--- src/rtl/rf_wport_arbiter_pkg.sv ---
// Shared definitions for the register-file write-port arbiter.
package rf_wport_arbiter_pkg;

  // Arbiter operating mode: zero-fill of the register file, then normal arbitration.
  typedef enum logic {
    ST_CLEAR = 1'b0,
    ST_RUN   = 1'b1
  } state_e;

  // Round-robin pointer: which requester wins the next contested cycle.
  typedef enum logic {
    RR_A = 1'b0,
    RR_B = 1'b1
  } rr_e;

  // Register 31 is the hard-wired zero register and is never written.
  localparam logic [4:0] XZR_IDX    = 5'd31;
  // Last register written by the zero-fill sequence.
  localparam logic [4:0] CLEAR_LAST = 5'd30;

  // True when a destination index refers to a real, writable register.
  function automatic logic is_writable(input logic [4:0] idx);
    return (idx != XZR_IDX);
  endfunction

endpackage

--- src/rtl/rf_wport_arbiter_dec5to32.sv ---
// 5-to-32 one-hot decoder with enable; all outputs low when disabled.
module dec5to32 (
  input  logic        en,
  input  logic [4:0]  a,
  output logic [31:0] y
);

  // Drive the single row selected by a, only while enabled.
  always_comb begin
    y = 32'h0000_0000;
    if (en) begin
      y[a] = 1'b1;
    end else begin
      y = 32'h0000_0000;
    end
  end

endmodule

--- src/rtl/rf_wport_arbiter.sv ---
// Two-requester register-file write-port arbiter. After reset it zero-fills
// registers 0..30, then grants one write per cycle to A or B with a
// round-robin tie-break. The write port outputs are registered (1-cycle latency).
module rf_wport_arbiter
  import rf_wport_arbiter_pkg::*;
#(
  parameter int DATA_W = 64,
  parameter int NREG   = 32
) (
  input  logic              clk,
  input  logic              reset,
  input  logic              a_valid,
  input  logic [4:0]        a_addr,
  input  logic [DATA_W-1:0] a_data,
  output logic              a_ready,
  input  logic              b_valid,
  input  logic [4:0]        b_addr,
  input  logic [DATA_W-1:0] b_data,
  output logic              b_ready,
  output logic              rf_we,
  output logic [4:0]        rf_waddr,
  output logic [DATA_W-1:0] rf_wdata,
  output logic [NREG-1:0]   rf_we_onehot,
  output logic              busy
);

  state_e            state_q;
  logic [4:0]        cnt_q;
  rr_e               rr_q;
  logic              we_q;
  logic [4:0]        waddr_q;
  logic [DATA_W-1:0] wdata_q;

  logic              a_grant_d;
  logic              b_grant_d;
  logic              contested_d;

  // Grant decision: a lone requester always wins, a tie goes to the RR pointer.
  always_comb begin
    a_grant_d   = 1'b0;
    b_grant_d   = 1'b0;
    contested_d = a_valid && b_valid;
    if (state_q == ST_RUN) begin
      a_grant_d = a_valid && (!b_valid || (rr_q == RR_A));
      b_grant_d = b_valid && (!a_valid || (rr_q == RR_B));
    end else begin
      a_grant_d = 1'b0;
      b_grant_d = 1'b0;
    end
  end

  assign a_ready = a_grant_d;
  assign b_ready = b_grant_d;
  assign busy    = (state_q == ST_CLEAR);

  // Mode FSM, zero-fill counter, RR pointer and the registered write port.
  always_ff @(posedge clk) begin
    if (reset) begin
      state_q <= ST_CLEAR;
      cnt_q   <= 5'd0;
      rr_q    <= RR_A;
      we_q    <= 1'b0;
      waddr_q <= 5'd0;
      wdata_q <= '0;
    end else begin
      case (state_q)
        ST_CLEAR: begin
          we_q    <= 1'b1;
          waddr_q <= cnt_q;
          wdata_q <= '0;
          cnt_q   <= cnt_q + 5'd1;
          if (cnt_q == CLEAR_LAST) begin
            state_q <= ST_RUN;
          end
        end
        ST_RUN: begin
          if (a_grant_d) begin
            we_q    <= is_writable(a_addr);
            waddr_q <= a_addr;
            wdata_q <= a_data;
          end else if (b_grant_d) begin
            we_q    <= is_writable(b_addr);
            waddr_q <= b_addr;
            wdata_q <= b_data;
          end else begin
            we_q    <= 1'b0;
          end
          // Only a contested grant moves the pointer; lone grants leave it be.
          if (contested_d) begin
            rr_q <= (rr_q == RR_A) ? RR_B : RR_A;
          end
        end
        default: begin
          state_q <= ST_CLEAR;
          cnt_q   <= 5'd0;
          rr_q    <= RR_A;
          we_q    <= 1'b0;
        end
      endcase
    end
  end

  assign rf_we    = we_q;
  assign rf_waddr = waddr_q;
  assign rf_wdata = wdata_q;

  dec5to32 u_dec (
    .en (we_q),
    .a  (waddr_q),
    .y  (rf_we_onehot)
  );

endmodule

--- config.mk ---
export PLATFORM = sky130hd
export DESIGN_NAME = rf_wport_arbiter
export DESIGN_NICKNAME = d
export VERILOG_FILES = /design/src/rtl/rf_wport_arbiter_pkg.sv /design/src/rtl/rf_wport_arbiter_dec5to32.sv /design/src/rtl/rf_wport_arbiter.sv
export SDC_FILE = /design/constraint.sdc
export NUM_CORES = 1
export LEC_CHECK = 0
export CORE_UTILIZATION = 35
export DETAILED_ROUTE_END_ITERATION = 8
export PLACE_DENSITY = 0.8
export SLEW_MARGIN = 25
export SYNTH_ARGS = -nofsm -noshare
export SYNTH_HDL_FRONTEND = slang
export SYNTH_SLANG_ARGS = --single-unit
export TNS_END_PERCENT = 10
--- constraint.sdc ---
create_clock -name clk -period 1.6 [get_ports clk]
set_input_delay 0.24 -clock clk [delete_from_list [all_inputs] [get_ports clk]]
set_output_delay 0.24 -clock clk [all_outputs]
set_load 0.05 [all_outputs]
# Word-level counts from Yosys, hierarchy flattened
# Index checks and enable logic that the tools add are counted.
classes:
  n_addsub: 1
  order_cmp: 2
  eq_ne: 4
  muxes: 17
  bitwise_logic: 2
  reduce_logical: 9
ops:
  columns: ["op", "count"]
  rows:
  - ["$mux W64", 2]
  - ["$pmux W64 S2", 1]
  - ["$mux W32", 1]
  - ["$mux W5", 2]
  - ["$ne A5 B5 Y1 const B", 2]
  - ["$pmux W5 S2", 1]
  - ["$mux W1", 8]
  - ["$lt A5 B6 Y1 const B", 1]
  - ["$add A5 B1 Y5 const B", 1]
  - ["$demux W1 S5", 1]
  - ["$eq A5 B5 Y1 const B", 1]
  - ["$ge A5 B1 Y1 const B", 1]
  - ["$logic_and A1 B1 Y1", 4]
  - ["$ne A3 B3 Y1 const B", 1]
  - ["$logic_not A1 Y1", 2]
  - ["$logic_or A1 B1 Y1", 2]
  - ["$not A1 Y1", 2]
  - ["$pmux W1 S2", 1]
  - ["$reduce_and A2 Y1", 1]
word_totals:
  reg_bits: 77
  inputBits: 142
  out_inout_bits: 105
  elab_cells: 41

# Logic depth before layout (Yosys ltp)
logic_depth:
  ltp_word: 7
  depth_mapped: 7
  mapped_depth_nobuf: 5

# Cells and area by module
# Synthesis repeated with hierarchy kept, for this count alone.
hier_totals:
  hier_cells: 403
  area_unflattened_um2: 3532.1
by_module_without_submodules:
  columns: ["mod", "n_inst", "cells_each", "area_each_um2", "seq_area_each_um2"]
  rows:
  - ["rf_wport_arbiter", 1, 356, 3301.9, 1541.5]
  - ["dec5to32", 1, 47, 230.2, 0.0]

# Worst setup path after synthesis
# No wires, ideal clock.
synth_timing:
  path_type: "reg-to-output"
  start: "reg waddr_q[3] (netlist: rf_waddr[3])"
  end: "out rf_we_onehot[10]"
  arrival_ns: 1.959
  t_required_ns: 1.360
  slack_ns: -0.599
  path_stages_with_launch: 4
  path_cell_list: "dfxtp_1 clkbuf_1 or3b_1 nor2_1"
synth_via:
  elab_chain_cells: 5
synth_rtl:
  columns: ["element", "line_no", "source"]
  rows:
  - ["from (decl)", "rf_wport_arbiter.sv:31", "logic [4:0] waddr_q;"]
  - ["from (signal assigned)", "rf_wport_arbiter.sv:69", "waddr_q <= cnt_q;"]
  - ["from (signal assigned)", "rf_wport_arbiter.sv:79", "waddr_q <= a_addr;"]
  - ["from (signal assigned)", "rf_wport_arbiter.sv:83", "waddr_q <= b_addr;"]
  - ["$lt A5 B6 Y1 (implied by the code) or $ge A5 B1 Y1 (tied branches)", "rf_wport_arbiter_dec5to32.sv:12", "y[a] = 1'b1;"]
  - ["$logic_and A1 B1 Y1 (implied by the code)", "rf_wport_arbiter_dec5to32.sv:12", null]
  - ["$mux W1 (implied by the code)", "rf_wport_arbiter_dec5to32.sv:12", null]
  - ["$demux W1 S5 *", null, null]
  - ["$mux W32 *", "rf_wport_arbiter_dec5to32.sv:11", "if (en) begin"]
  - ["to (decl)", "rf_wport_arbiter.sv:23", "output logic [NREG-1:0] rf_we_onehot,"]
# Every way passes the cells marked *; elsewhere a longest branch is shown, timed or not.

# Final worst setup path
layout_timing:
  start: "reg waddr_q[3] (netlist: rf_waddr[3])"
  end: "out rf_we_onehot[8]"
# The elaborated chain is that of the path after synthesis.

==> impl.org <==
** Timing
- RSZ-0062 raised after global routing :: true
- Slew @ Worst Pin :: 0.2839 ns
- Max Transition Viols Final :: 0
- Count of endpoints failing hold in the final timing report :: 0
- Worst path setup slack after routing :: -0.1386 ns
- Hold Slack :: 0.4524 ns
- The worst path uses 108.7% of the clock period.
- Relative slew slack :: 81.01%
- On the final layout, the worst clock skew is 0.01164 ns.
- Derived from the worst setup path, the maximum achievable clock frequency is 0.5752 GHz.
- Number of endpoints failing setup at the final stage :: 29
- Setup total negative slack on the finished layout was measured at -2.760 ns.
- Period minus WS final :: 1.739 ns

** Clocking
- After clock tree synthesis, the flow added hold-fix buffers numbering 0.
- Number of buffers inserted during clock tree synthesis :: 9
- The H-tree generated during clock tree synthesis spans 3 levels.
- The tree is rooted in a sky130_fd_sc_hd__clkbuf_8.
- TritonCTS clock tree :: yes
- Clock tree synthesis found a total of 77 sinks.
- In this run the deepest clock path goes through 2 buffers.
- Clock-pin slew on the worst setup and hold paths :: 0.08 ns
- Insertion delay of the later-clocked pin in the worst-skew pair :: 0.34 ns

** Synth
- Top cells by area, synth :: sky130_fd_sc_hd__dfxtp_1, sky130_fd_sc_hd__mux2i_1, sky130_fd_sc_hd__o21ai_1
- In this run, synthesis inferred 0 flip-flops with an integrated enable.
- Warnings from Yosys :: 0
- Most frequent cells after synthesis :: sky130_fd_sc_hd__dfxtp_1, sky130_fd_sc_hd__nand2_1, sky130_fd_sc_hd__mux2i_1, sky130_fd_sc_hd__o21ai_1, sky130_fd_sc_hd__nor2_1
- Mapped Nets :: 548
- Synthesis instantiated 35 different standard cells from the library.
- Main flop type after synthesis :: sky130_fd_sc_hd__dfxtp_1
- The largest total area in the synthesized netlist belongs to sky130_fd_sc_hd__dfxtp_1.
- The synthesized design devotes to its leading area cell type 43.32% of total area.
- Fraction of the yosys area taken by sequential cells :: 43.32%
- Counting flops and latches in the post-synthesis netlist gives 77.
- A synthesized cell averages 8.808 µm².
- Summing every instance area after synthesis gives 3558 µm².
- Dominant cell by count in the synthesized netlist :: sky130_fd_sc_hd__dfxtp_1
- Post-Synthesis Cells :: 404
- Fraction of registers with async set or reset after synthesis :: 0%

** Die
- The die is 102.8 µm tall.
- In this run the horizontal extent of the chip is 102.8 µm.
- Site Rows :: 36
- The floorplan step defined a core boundary enclosing 9819 µm².
- The die covers 10570 µm².
- Starting utilization of the core area :: 36.24%
- Number of top-level pins :: 247

** Pwr
- VDD sags by at most 0.3735 mV.
- Power spread over the standard cell area amounts to 584.6 nW/µm².
- Overall power consumption :: 0.004091 W
- Leakage component of the power :: 2.587 nW

** Critical path
- Reg2reg setup slack :: 0.25 ns
- In this run the critical register-to-register path is captured at rf_wdata[25].
- Along the worst path, the maximum fanout reaches 9.
- Top Family by Delay on Critical Path :: simple AND/OR/NAND/NOR gates
- Worst setup path startpoint :: rf_waddr[3]
- Worst r2r src :: rr_q
- Endpoint of the most critical setup path :: rf_we_onehot[8]
- List of cells traversed by the critical path :: or3b_4 > nor2_4 > buf_12
- For this run, the slowest stage of the critical path takes 0.46 ns.
- For the worst flop-to-flop path, the logic depth is 5.
- The slowest stage of the critical path belongs to the cell sky130_fd_sc_hd__or3b_4.
- Buf+Inv Stages, Crit Path :: 1
- For the worst setup path, the data required time is 1.36 ns.
- Worst path arrival time :: 1.50 ns
- Path length in cells of the critical path :: 3
- The worst setup path is launched from a flip-flop.
- Crit path kind :: flip-flop to primary output
- Category of the worst setup path capture point :: primary output

** Global routing
- Entering global routing, the biggest net connects 37 pins.
- Global-route wire length before repair :: 18010 µm
- The via count of the first global-routing pass came to 3720.
- After global routing the overflow that remains totals 0.
- Global router's overall resource usage :: 21.97%
- The number of antenna violations at the first check in global routing came to 0.

** Detailed routing
- Starting DRT DRC Count :: 126
- The detailed router placed 3893 vias in this run.
- The first TritonRoute pass finished after 4 iterations.
- The detail route stage leaves a number of antenna-violating nets equal to 0.
- For this block, the routed nets add up to 12060 µm of wire.
- Vias per Instance :: 4.848
- For this run, design rule violations remaining after detail routing come to 0.
- Average wire length per cell after detail routing :: 15.02 µm

** Flow run
- Count of max-cap constraint violations :: 0

** Placement
- The wire-length estimate of the detail-placed layout is 9568 µm.
- At the end of routability-driven placement, the weighted congestion stood at 0.8641.
- In this run the cell area measured after placement is 6661 µm².
- Buffers placed on the I/O ports in this run total 246.

** Status
- The final reports fail on setup timing.
- Run status :: complete, but fails checks

** Finish
- Fill cells in the final layout number 748.
- Diode count :: 0
- Synth-to-layout area growth :: 96.66%
- Share of post-route cells with drive strength above 1 :: 30.45%
- Summing all non-filler instances in the final layout gives an area of 6998 µm².
- Finished Core Util :: 71.27%
- At the end of the flow, the number of nets in the layout was 809.

** Hold path
- The path class of the tightest hold or removal check is flip-flop to flip-flop.
## per-stage QoR
stage	std cells	worst slack, ns
finish	803	-0.1386
global route	803	-0.1979
CTS	798	-0.1886
detailed placement	779	-0.1564
global placement	779	-0.1186
floorplan	404	-0.1394
## cells in the final DEF, fill, tap and decap left out, types with 2 or more instances in the layout
| cell | instances |
|---|---|
| sky130_fd_sc_hd__xor2_1 | 4 |
| sky130_fd_sc_hd__clkbuf_16 | 2 |
| sky130_fd_sc_hd__clkbuf_8 | 10 |
| sky130_fd_sc_hd__buf_4 | 89 |
| sky130_fd_sc_hd__clkdlybuf4s50_1 | 139 |
| sky130_fd_sc_hd__a21o_1 | 2 |
| sky130_fd_sc_hd__nand4_1 | 3 |
| sky130_fd_sc_hd__nor2_1 | 15 |
| sky130_fd_sc_hd__and4_1 | 2 |
| sky130_fd_sc_hd__dfxtp_2 | 2 |
| sky130_fd_sc_hd__nand3b_1 | 5 |
| sky130_fd_sc_hd__o21ai_1 | 60 |
| sky130_fd_sc_hd__clkinvlp_4 | 2 |
| sky130_fd_sc_hd__nand3_1 | 3 |
| sky130_fd_sc_hd__dlymetal6s2s_1 | 2 |
| sky130_fd_sc_hd__dfxtp_4 | 6 |
| sky130_fd_sc_hd__nand2_1 | 70 |
| sky130_fd_sc_hd__a21oi_1 | 3 |
| sky130_fd_sc_hd__ha_1 | 2 |
| sky130_fd_sc_hd__buf_12 | 40 |
| sky130_fd_sc_hd__buf_6 | 5 |
| sky130_fd_sc_hd__nor3_1 | 3 |
| sky130_fd_sc_hd__nand2_2 | 3 |
| sky130_fd_sc_hd__a221oi_1 | 2 |
| sky130_fd_sc_hd__or3b_4 | 3 |
| sky130_fd_sc_hd__dfxtp_1 | 69 |
| sky130_fd_sc_hd__o221ai_1 | 3 |
| sky130_fd_sc_hd__o21ai_0 | 6 |
| sky130_fd_sc_hd__and2_1 | 2 |
| sky130_fd_sc_hd__nor2_4 | 32 |
| sky130_fd_sc_hd__mux2i_1 | 64 |
## per-layer routing
metal	global-route usage, %	part of all wire (%)	vias to the layer above
met3	5.356	7.5	22
met1	23.79	38	1787
li1	-	-	1902
met5	0	0	-
met4	8.234	2.0	0
met2	41.13	53	182
## worst register-to-register path, cell delays in order (launching register included)
cell                      delay (ns)
sky130_fd_sc_hd__dfxtp_2        0.34
sky130_fd_sc_hd__nand2_2        0.06
sky130_fd_sc_hd__and3_4         0.25
sky130_fd_sc_hd__buf_16         0.23
sky130_fd_sc_hd__mux2i_1        0.28
sky130_fd_sc_hd__o21ai_1        0.08
## flip-flops by register name (all words and copies together), names as in the netlist
register	cells
rf_waddr	5
rf_wdata	64
rr_q	1
state_q	1
rf_we	1
cnt_q	5
## layout make-up
class / count / area [µm²] / share of cell area (%)
Clock inverter: 3 / 23.77 / 0.3397
Clock buffer: 13 / 191.4 / 2.736
Inverter: 2 / 7.507 / 0.1073
Tap cell: 133 / 166.4 / 2.378
Sequential cell: 77 / 1567 / 22.39
Timing Repair Buffer: 277 / 2984 / 42.64
Multi-Input combinational cell: 298 / 2058 / 29.41
## cell families (layout without fill, tap and decap cells)
family | Yosys count | in the layout | synth area share, %
AND/OR/NAND/NOR | 149 | 149 | 18.25
AO/OA/AOI/OAI | 78 | 78 | 11.99
flip-flops | 77 | 77 | 43.32
multiplexers | 64 | 64 | 18.00
buffers and inverters | 29 | 295 | 6.505
XOR/XNOR | 5 | 5 | 1.231
adder cells (fa/ha/maj) | 2 | 2 | 0.7031
## worst min path at each step
stage	start	cells after the start	endpoint	slack, ns
after floorplan	reset	1	rf_we	0.30
after global placement	rf_wdata[58]	2	rf_wdata[58]	0.43
after detailed placement	rf_wdata[61]	2	rf_wdata[61]	0.44
after CTS	rf_wdata[61]	2	rf_wdata[61]	0.46
after global routing	b_valid	5	rr_q	0.46
final	rf_wdata[34]	2	rf_wdata[34]	0.45
## report_power, final
part / switching, W / internal, W / total [W]
logic: 0.000210 / 0.000414 / 0.000624
clock network: 0.000733 / 0.000799 / 0.00153
registers: 0.0000148 / 0.00192 / 0.00194
total: 0.000958 / 0.00313 / 0.00409
## repair_timing
item | 4_1_cts | 5_1_grt
buffers inserted | 3 | 5
pin swaps | 10 | 7
endpoints found under the setup margin | 31 | 34
resized for setup | 9 | 10
Power figures use the tool's default switching activity.
